### config.mk
export PLATFORM = sky130hd
export DESIGN_NAME = commit_trace_buffer
export DESIGN_NICKNAME = d
export VERILOG_FILES = /design/src/rtl/trace_pkg.sv /design/src/rtl/trace_fifo.sv /design/src/rtl/commit_trace_buffer.sv
export SDC_FILE = /design/constraint.sdc
export NUM_CORES = 2
export LEC_CHECK = 0
export CORE_UTILIZATION = 35
export CTS_BUF_LIST = sky130_fd_sc_hd__clkbuf_4 sky130_fd_sc_hd__clkbuf_8 sky130_fd_sc_hd__clkbuf_16
export DETAILED_ROUTE_END_ITERATION = 8
export PLACE_DENSITY_LB_ADDON = 0.2
export SLEW_MARGIN = 20
export SYNTH_ARGS = -nofsm -noshare
export SYNTH_HDL_FRONTEND = slang
export SYNTH_SLANG_ARGS = --single-unit
### constraint.sdc
create_clock -name clk -period 27.1 [get_ports clk]
set_input_delay 4.065 -clock clk [delete_from_list [all_inputs] [get_ports clk]]
set_output_delay 4.065 -clock clk [all_outputs]
set_load 0.005 [all_outputs]
### src/rtl/trace_pkg.sv
// Shared types for the commit trace buffer: FSM encoding, NOP pattern, entry layout.
// Optional build macro TRACE_NOP_FILTER_EN is consumed by commit_trace_buffer.
package trace_pkg;

   typedef enum logic [1:0] {
      ST_IDLE      = 2'd0,
      ST_WAIT_TRIG = 2'd1,
      ST_CAPTURE   = 2'd2,
      ST_DONE      = 2'd3
   } trace_state_e;

   localparam logic [31:0] NOP_INSTR = 32'h00000013;

   localparam int TRACE_PC_W    = 64;
   localparam int TRACE_INSTR_W = 32;
   localparam int TRACE_DATA_W  = 64;

   // Entry layout at the default widths, as seen by the logger / UART side.
   typedef struct packed {
      logic [TRACE_PC_W-1:0]    pc;
      logic [TRACE_INSTR_W-1:0] instr;
      logic [TRACE_DATA_W-1:0]  result;
   } trace_entry_t;

endpackage

### src/rtl/trace_fifo.sv
// Show-ahead synchronous FIFO with flush. The head is presented combinationally;
// while empty the output holds the last head that was shown.
module trace_fifo #(
   parameter  int DEPTH = 16,
   parameter  int W     = 160,
   localparam int AW    = $clog2(DEPTH),
   localparam int LW    = AW + 1
) (
   input  logic          clk,
   input  logic          reset,
   input  logic          push,
   input  logic          pop,
   input  logic          flush,
   input  logic [W-1:0]  din,
   output logic [W-1:0]  dout,
   output logic          full,
   output logic          empty,
   output logic [LW-1:0] level
);

   logic [W-1:0]  mem [DEPTH];
   logic [AW-1:0] wr_ptr, rd_ptr;
   logic [LW-1:0] cnt;
   logic [W-1:0]  last_q;
   logic          do_push, do_pop;

   assign empty   = (cnt == '0);
   assign full    = (cnt == LW'(DEPTH));
   assign do_pop  = pop && !empty;
   // A full FIFO still accepts a push when the head leaves in the same cycle.
   assign do_push = push && !flush && (!full || do_pop);

   always_ff @(posedge clk) begin
      if (do_push) mem[wr_ptr] <= din;
   end

   always_ff @(posedge clk or negedge reset) begin
      if (!reset) begin
         wr_ptr <= '0;
         rd_ptr <= '0;
         cnt    <= '0;
         last_q <= '0;
      end else begin
         if (!empty) last_q <= mem[rd_ptr];
         if (flush) begin
            wr_ptr <= '0;
            rd_ptr <= '0;
            cnt    <= '0;
         end else begin
            if (do_push) wr_ptr <= wr_ptr + AW'(1);
            if (do_pop)  rd_ptr <= rd_ptr + AW'(1);
            case ({do_push, do_pop})
               2'b10:   cnt <= cnt + LW'(1);
               2'b01:   cnt <= cnt - LW'(1);
               default: cnt <= cnt;
            endcase
         end
      end
   end

   assign dout  = empty ? last_q : mem[rd_ptr];
   assign level = cnt;

endmodule

### src/rtl/commit_trace_buffer.sv
// Arm/trigger controlled capture of retire outputs into a show-ahead FIFO.
// Build macro TRACE_NOP_FILTER_EN: drop canonical NOPs from the trace.
module commit_trace_buffer
   import trace_pkg::*;
#(
   parameter  int DEPTH   = 16,
   parameter  int PC_W    = TRACE_PC_W,
   parameter  int INSTR_W = TRACE_INSTR_W,
   parameter  int DATA_W  = TRACE_DATA_W,
   parameter  int CNT_W   = 8,
   localparam int LW      = $clog2(DEPTH) + 1
) (
   input  logic               clk,
   input  logic               reset,
   input  logic               commit_valid,
   input  logic [PC_W-1:0]    pc_in,
   input  logic [INSTR_W-1:0] instr_in,
   input  logic [DATA_W-1:0]  result_in,
   input  logic               arm,
   input  logic               disarm,
   input  logic               flush,
   input  logic               trig_en,
   input  logic [PC_W-1:0]    trig_pc,
   input  logic [CNT_W-1:0]   post_count,
   output logic               out_valid,
   input  logic               out_ready,
   output logic [PC_W-1:0]    out_pc,
   output logic [INSTR_W-1:0] out_instr,
   output logic [DATA_W-1:0]  out_result,
   output logic [LW-1:0]      level,
   output logic [15:0]        drop_cnt,
   output logic [1:0]         state
);

   typedef struct packed {
      logic [PC_W-1:0]    pc;
      logic [INSTR_W-1:0] instr;
      logic [DATA_W-1:0]  result;
   } entry_t;

   trace_state_e     state_q, state_d;
   logic [CNT_W-1:0] post_q, sess_q;
   logic [PC_W-1:0]  trig_pc_q;
   logic             is_nop, trig_hit, capture, last_cap, arm_ok;
   logic             pop, full, empty;
   entry_t           din, dout;

`ifdef TRACE_NOP_FILTER_EN
   assign is_nop = (instr_in == INSTR_W'(NOP_INSTR));
`else
   assign is_nop = 1'b0;
`endif

   // A NOP may still fire the trigger; it is simply not stored or counted.
   assign trig_hit = (state_q == ST_WAIT_TRIG) && commit_valid && (pc_in == trig_pc_q);
   assign capture  = commit_valid && !is_nop && ((state_q == ST_CAPTURE) || trig_hit);
   assign last_cap = capture && (post_q != '0) && ((sess_q + CNT_W'(1)) == post_q);
   assign arm_ok   = arm && !disarm && ((state_q == ST_IDLE) || (state_q == ST_DONE));
   assign pop      = !empty && out_ready;

   always_ff @(posedge clk or negedge reset) begin
      if (!reset) state_q <= ST_IDLE;
      else        state_q <= state_d;
   end

   always_comb begin
      state_d = state_q;
      if (disarm) begin
         state_d = ST_IDLE;
      end else begin
         case (state_q)
            ST_IDLE, ST_DONE: if (arm)      state_d = trig_en ? ST_WAIT_TRIG : ST_CAPTURE;
            ST_WAIT_TRIG:     if (trig_hit) state_d = last_cap ? ST_DONE : ST_CAPTURE;
            ST_CAPTURE:       if (last_cap) state_d = ST_DONE;
            default:          state_d = ST_IDLE;
         endcase
      end
   end

   // Session counter counts every capture attempt, dropped or not.
   always_ff @(posedge clk or negedge reset) begin
      if (!reset) begin
         post_q    <= '0;
         trig_pc_q <= '0;
         sess_q    <= '0;
         drop_cnt  <= '0;
      end else begin
         if (arm_ok) begin
            post_q    <= post_count;
            trig_pc_q <= trig_pc;
            sess_q    <= '0;
         end else if (capture) begin
            sess_q <= sess_q + CNT_W'(1);
         end
         if (flush)
            drop_cnt <= '0;
         else if (capture && full && !pop && (drop_cnt != 16'hFFFF))
            drop_cnt <= drop_cnt + 16'd1;
      end
   end

   assign din.pc     = pc_in;
   assign din.instr  = instr_in;
   assign din.result = result_in;

   trace_fifo #(
      .DEPTH (DEPTH),
      .W     ($bits(entry_t))
   ) u_fifo (
      .clk   (clk),
      .reset (reset),
      .push  (capture),
      .pop   (pop),
      .flush (flush),
      .din   (din),
      .dout  (dout),
      .full  (full),
      .empty (empty),
      .level (level)
   );

   assign out_valid  = !empty;
   assign out_pc     = dout.pc;
   assign out_instr  = dout.instr;
   assign out_result = dout.result;
   assign state      = state_q;

endmodule

# ---- After elaboration in Yosys (flattened, before gate mapping)
# Memories as Yosys holds them, arrays and structs flattened.
# Index checks and enable logic that the tools add are counted.
dict set report totals {
  ff_bits 271
  ramBits 2560
  inputBits 240
  wordCells 80
  n_memories 1
}
# name words word_bits read_ports rd_clocked_by_memory_dff write_ports line
set mem_list {}
lappend mem_list {u_fifo.mem 16 160 1 0 1 trace_fifo.sv:21} ;# logic [W-1:0] mem [DEPTH];
dict set report classes {
  addsub 6
  eq_ne 12
  mux 20
  reduce_logical 32
}
# op count
set op_table {}
lappend op_table {{$mux W160} 1}
lappend op_table {{$eq A64 B64 Y1} 1}
lappend op_table {{$mux W16} 2}
lappend op_table {{$add A16 B1 Y16 const B} 1}
lappend op_table {{$mux W4} 4}
lappend op_table {{$mux W8} 2}
lappend op_table {{$ne A16 B16 Y1 const B} 1}
lappend op_table {{$logic_and A1 B1 Y1} 14}
lappend op_table {{$mux W2} 5}
lappend op_table {{$pmux W5 S2} 1}
lappend op_table {{$ne A3 B3 Y1 const B} 3}
lappend op_table {{$add A4 B1 Y4 const B} 2}
lappend op_table {{$add A8 B1 Y8 const B} 1}
lappend op_table {{$eq A8 B8 Y1} 1}
lappend op_table {{$reduce_bool A2 Y1} 4}
lappend op_table {{$reduce_bool A8 Y1} 1}
lappend op_table {{$eq A2 B2 Y1 const B} 3}
lappend op_table {{$pmux W2 S3} 1}
lappend op_table {{$add A5 B1 Y5 const B} 1}
lappend op_table {{$eq A5 B5 Y1 const B} 1}
lappend op_table {{$logic_not A1 Y1} 5}
lappend op_table {{$logic_not A5 Y1} 1}
lappend op_table {{$mux W5} 1}
lappend op_table {{$sub A5 B1 Y5 const B} 1}
lappend op_table {{7 further kinds} 12}

# ---- Depth between registers and ports, before layout
dict set report logic_depth {
  depth_word 11
  depth_mapped 18
  mapped_depth_nobuf 16
}

# ---- Modules after synthesis
# A second synthesis with hierarchy kept.
dict set report unflattened {
  cells_unflattened 4959
  area_unflattened_um2 107715.8
}
# mod instances cells_each area_per_inst_um2 seq_area_each_um2
set modules_own_cells {}
lappend modules_own_cells {trace_fifo 1 4355 102549.6 81202.9}
lappend modules_own_cells {commit_trace_buffer 1 604 5166.2 2452.4}

# ---- Worst setup path after synthesis
# No wires, ideal clock.
dict set report synth_path {
  kind {in2reg}
  start {input port pc_in[61]}
  end {memory u_fifo.mem[11][0], enable pin}
  setup_ps 909
  arrival_ps 17240
  required_ps 26191
  setup_slack_ps 8951
  cell_stages 8
  n_path_buf 1
  cell_sequence {xnor2_1 > o221ai_1 > or4_1 > nor3_2 > a31o_2 > buf_6 > nand4_1 > nor3b_1}
}
dict set report synth_between {
  elab_chain_len 8
}
# element line
set synth_lines {}
lappend synth_lines {{start: declaration} commit_trace_buffer.sv:16} ;# input logic [PC_W-1:0] pc_in,
lappend synth_lines {{$eq A64 B64 Y1} commit_trace_buffer.sv:55} ;# assign trig_hit = (state_q == ST_WAIT_TRIG) && commit_valid && (pc_in == trig_pc_q);
lappend synth_lines {{$logic_and A1 B1 Y1} commit_trace_buffer.sv:55}
lappend synth_lines {{$logic_or A1 B1 Y1} commit_trace_buffer.sv:56} ;# assign capture = commit_valid && !is_nop && ((state_q == ST_CAPTURE) || trig_hit);
lappend synth_lines {{$logic_and A1 B1 Y1} commit_trace_buffer.sv:56}
lappend synth_lines {{$logic_and A1 B1 Y1 (2 in series)} trace_fifo.sv:31} ;# assign do_push = push && !flush && (!full || do_pop);
lappend synth_lines {{$mux W1} trace_fifo.sv:34} ;# if (do_push) mem[wr_ptr] <= din;
lappend synth_lines {{$mux W1 (implied by the code)} trace_fifo.sv:34}
lappend synth_lines {{end: declaration} trace_fifo.sv:21}
# No other way between the ends.

# ---- Final worst setup path
dict set report layout_path {
  start {register u_fifo.rd_ptr[0]}
  end {output port out_pc[30]}
}
dict set report layout_between {
  elab_chain_len 2
}
# element line
set layout_lines {}
lappend layout_lines {{start: declaration} trace_fifo.sv:22} ;# logic [AW-1:0] wr_ptr, rd_ptr;
lappend layout_lines {{start signal: assignment} trace_fifo.sv:51} ;# if (do_pop) rd_ptr <= rd_ptr + AW'(1);
lappend layout_lines {{$mem_v2 Z16 W160} n/a}
lappend layout_lines {{$mux W160} n/a}
lappend layout_lines {{end: declaration} commit_trace_buffer.sv:27} ;# output logic [PC_W-1:0] out_pc,
# No other way between the ends.

==> reports/results.txt <==
Critical path destination -> out_pc[30]
Clk sink count -> 2,831
Wire length per cell after detailed routing -> 29.2 um
Commonest cells after routing, fill and taps aside -> sky130_fd_sc_hd__edfxtp_1, sky130_fd_sc_hd__mux4_2, sky130_fd_sc_hd__clkdlybuf4s50_1
Max Clk Rate -> 87.4 MHz
Total die area -> 309,000 um^2
Sw Ratio -> 25.1%
RSZ-0062 raised after global routing -> false
Sequential cell area fraction in the yosys report -> 77.8%
Flip-flop cell with the highest count after synthesis -> sky130_fd_sc_hd__edfxtp_1
Pre-antenna DRT Iters -> 7
Initial standard-cell utilization of the core -> 35.2%
Part of the total power dissipated in the clock network -> 37.3%
Setup-violating endpoint count in the final report -> 0
Smallest hold slack -> 0.494 ns
Most common cell after layout, fill and taps aside -> sky130_fd_sc_hd__edfxtp_1
Crit path max fanout -> 93
Post-cts hold buffer count -> 0
Deepest clock path buffer count -> 4
Leak pwr -> 39.9 nW
Clock insertion delay at the later pin of the skew report -> 0.91 ns
Power spent charging and discharging nets -> 2.92 mW
Status -> completed
Register-to-register setup slack -> 19.95 ns
Residual antenna-violating net count after detailed routing -> 0
Sum of routed wire length over all layers -> 276,000 um
Largest net degree at the start of global routing -> 135
Number of cells on the worst reg-to-reg path -> 12
Sequential cell area -> 83,700 um^2
Crit end category -> primary output
Weighted congestion at the end of routability-driven global placement -> 0.757
Share of cells above drive strength 1 -> 31.6%
Initial antenna violation count -> 51
Number of enable flip-flop cells after synthesis -> 2,560
Chip height -> 556 um
Clock-pin slew of the registers on the worst-case setup and hold paths -> 0.06 ns
Largest family of logic cells by synthesized area -> multiplexers
Worst supply voltage drop on vdd -> 0.0499 mV
Synth top area cells -> sky130_fd_sc_hd__edfxtp_1, sky130_fd_sc_hd__mux4_2, sky130_fd_sc_hd__dfrtp_1
Max H-tree Level -> 5
Number of max-capacitance violations reported -> 0
Worst slew margin -> 24.1%
Arithmetic-cell share of the synthesized area counting full adders, half adders and majority gates -> 0.158%
Power per unit of standard cell area -> 91.4 nW/um^2
Share of total power in sequential cells -> 43.9%
Final Hold Viols -> 0
Final Max Tran Viols -> 0
Synth Net Count -> 4,694
Clock skew -> 0.0410 ns
Growth of design area from synthesis to finish -> 18.9%
Port buffer count -> 423
Number of instances in the synthesized netlist -> 4,441
Fill cell instance count of the final layout -> 26,411
Source of the critical timing path -> u_fifo.rd_ptr[0]
Number of global-route vias before repair -> 52,123
Overall power consumption -> 11.7 mW
Fraction of the mapped netlist area in simple logic gates -> 0.930%
Area of the multi-input gates -> 22,900 um^2
Row cnt -> 203
Wire length of the first global-routing pass -> 392,000 um
Final HPWL from detailed placement -> 152,000 um
R2r endpoint -> u_fifo.mem[12][55]
Worst EP required -> 23.03 ns
Post-synth top area share -> 71.5%
Syn Area/Cell -> 24.2 um^2
Share of cell area taken by muxes after synthesis -> 19.2%
Final routed DRC violation total -> 0
Post-route fraction of the period consumed by the critical path -> 42.2%
Global-route total usage across every layer -> 17.7%
Synth async-reset ratio -> 9.57%
Synth Area in Compound Gates -> 0.403%
R2R Path Start -> trig_pc_q[58]
Class of the most critical hold timing path -> reg2reg
Total setup buffers inserted after CTS -> 0
Start-to-end type of the worst setup path -> reg2out
Total gr overflow -> 0
Total I/O pin count -> 424
Mapped cell area -> 107,000 um^2
Min cycle time layout -> 11.44 ns
Combinational group share of total power -> 18.8%
CTS tree -> built
Vias per inst -> 5.21
Horizontal die dimension -> 556 um
TritonCTS Buffers -> 312
Yosys reg bits -> 2,831
Count of cell types in the netlist -> 55
Clock root buffer -> sky130_fd_sc_hd__clkbuf_16
Core area -> 306,000 um^2
Arrival @ worst endpoint -> 7.38 ns
Setup TNS -> 0 ns
Crit path launch type -> flip-flop
Worst Max-Slew Pin Slew -> 1.13 ns
Internal Pwr Total -> 8.75 mW
Resized Gates After CTS -> 0
XOR/XNOR share of the synthesized area -> 0.571%
Detailed-route via count -> 49,189
Drt first-iter violations -> 4,464
Cell taking the most area after synthesis -> sky130_fd_sc_hd__edfxtp_1
Total of warnings raised by yosys -> 0
Net total in the final layout -> 5,319
registers in the layout (all words and copies together), names as in the netlist:
signal	count
drop_cnt	16
u_fifo.wr_ptr	4
u_fifo.last_q	160
u_fifo.level	5
u_fifo.rd_ptr	4
trig_pc_q	64
u_fifo.mem	2560
post_q	8
state	2
sess_q	8
how the worst min path moves through the flow:
stage | start | to | cells after the start
finish | u_fifo.last_q[11] | u_fifo.last_q[11] | 1
global route | u_fifo.last_q[40] | u_fifo.last_q[40] | 1
CTS | u_fifo.last_q[48] | u_fifo.last_q[48] | 1
detailed placement | u_fifo.last_q[133] | u_fifo.last_q[133] | 1
global placement | u_fifo.last_q[11] | u_fifo.last_q[11] | 1
floorplan | u_fifo.last_q[0] | u_fifo.last_q[0] | 1
synthesized netlist by cell type (2+ instances only):
master                      count
sky130_fd_sc_hd__edfxtp_1    2560
sky130_fd_sc_hd__mux4_2       800
sky130_fd_sc_hd__dfrtp_1      271
sky130_fd_sc_hd__mux2_2       225
sky130_fd_sc_hd__clkbuf_1     153
sky130_fd_sc_hd__xor2_1        53
sky130_fd_sc_hd__buf_2         40
sky130_fd_sc_hd__nor2_1        33
sky130_fd_sc_hd__inv_1         31
sky130_fd_sc_hd__nand2_1       31
sky130_fd_sc_hd__nor2b_1       22
sky130_fd_sc_hd__buf_1         21
sky130_fd_sc_hd__o21ai_0       21
sky130_fd_sc_hd__a21oi_1       17
sky130_fd_sc_hd__xnor2_1       17
sky130_fd_sc_hd__and3_1        15
sky130_fd_sc_hd__nand4_1       13
sky130_fd_sc_hd__ha_1          12
sky130_fd_sc_hd__or3_1         11
sky130_fd_sc_hd__nand3_1       10
sky130_fd_sc_hd__nor3_1        10
sky130_fd_sc_hd__nor4_1        10
sky130_fd_sc_hd__nand2b_1       9
sky130_fd_sc_hd__a2111oi_0      6
sky130_fd_sc_hd__mux2i_1        5
sky130_fd_sc_hd__and2_1         4
sky130_fd_sc_hd__a211oi_1       3
sky130_fd_sc_hd__o22ai_1        3
sky130_fd_sc_hd__or4_1          3
sky130_fd_sc_hd__a221oi_1       2
sky130_fd_sc_hd__a31oi_1        2
sky130_fd_sc_hd__nand2_2        2
sky130_fd_sc_hd__nand4b_1       2
sky130_fd_sc_hd__o2111a_1       2
sky130_fd_sc_hd__o221ai_1       2
power by group through the flow:
stage          Sequential, mW  Clock [mW]  Combinational, mW
3_5_place_dp             5.22           0               2.25
6_report                 5.13        4.35               2.19
3_3_place_gp             5.22           0               2.24
2_1_floorplan            5.13           0               1.35
4_1_cts                  5.13        4.46               2.26
5_1_grt                  5.15        4.62               2.36
routing by layer:
layer | wire, um | track usage, %
met5 | 234 | 0
met3 | 15900 | 3.34
met2 | 132000 | 28.2
met1 | 121000 | 25.1
met4 | 6030 | 4.56
area by class of cell:
class	instances	share of cell area [%]
Antenna cell	20	0.0392
Tap cell	4100	4.02
Clock buffer	406	6.84
Sequential cell	2831	65.5
Multi-Input combinational cell	1363	17.9
Clock inverter	171	1.52
Inverter	31	0.0911
Timing Repair Buffer	527	4.05
kinds of logic after synthesis:
| logic type | after synthesis |
|---|---|
| compound gates | 67 |
| mux | 1030 |
| simple gates | 183 |
| flops | 2831 |
| fa+ha+maj | 13 |
| buf+inv | 247 |
| xor+xnor | 70 |
per-stage QoR:
stage / instances / cell area, um^2 / setup slack (ns) / utilization, %
2_1_floorplan: 4441 / 107000 / 8.95 / -
3_3_place_gp: 8850 / 117000 / 15.00 / 38.3
3_5_place_dp: 8851 / 117000 / 15.30 / 38.3
4_1_cts: 9428 / 128000 / 15.34 / 41.8
5_1_grt: 9436 / 128000 / 14.97 / 41.8
6_report: 9449 / 128000 / 15.66 / 41.8
worst max-delay path, cell delays in order (launching register included):
cell	delay, ns
sky130_fd_sc_hd__dfrtp_4	1.02
sky130_fd_sc_hd__buf_4	0.83
sky130_fd_sc_hd__buf_4	0.83
sky130_fd_sc_hd__buf_12	0.62
sky130_fd_sc_hd__buf_4	0.87
sky130_fd_sc_hd__mux4_2	0.63
sky130_fd_sc_hd__mux4_2	0.53
sky130_fd_sc_hd__mux2_2	0.30
sky130_fd_sc_hd__clkdlybuf4s50_1	0.45
Power figures use the tool's default switching activity.
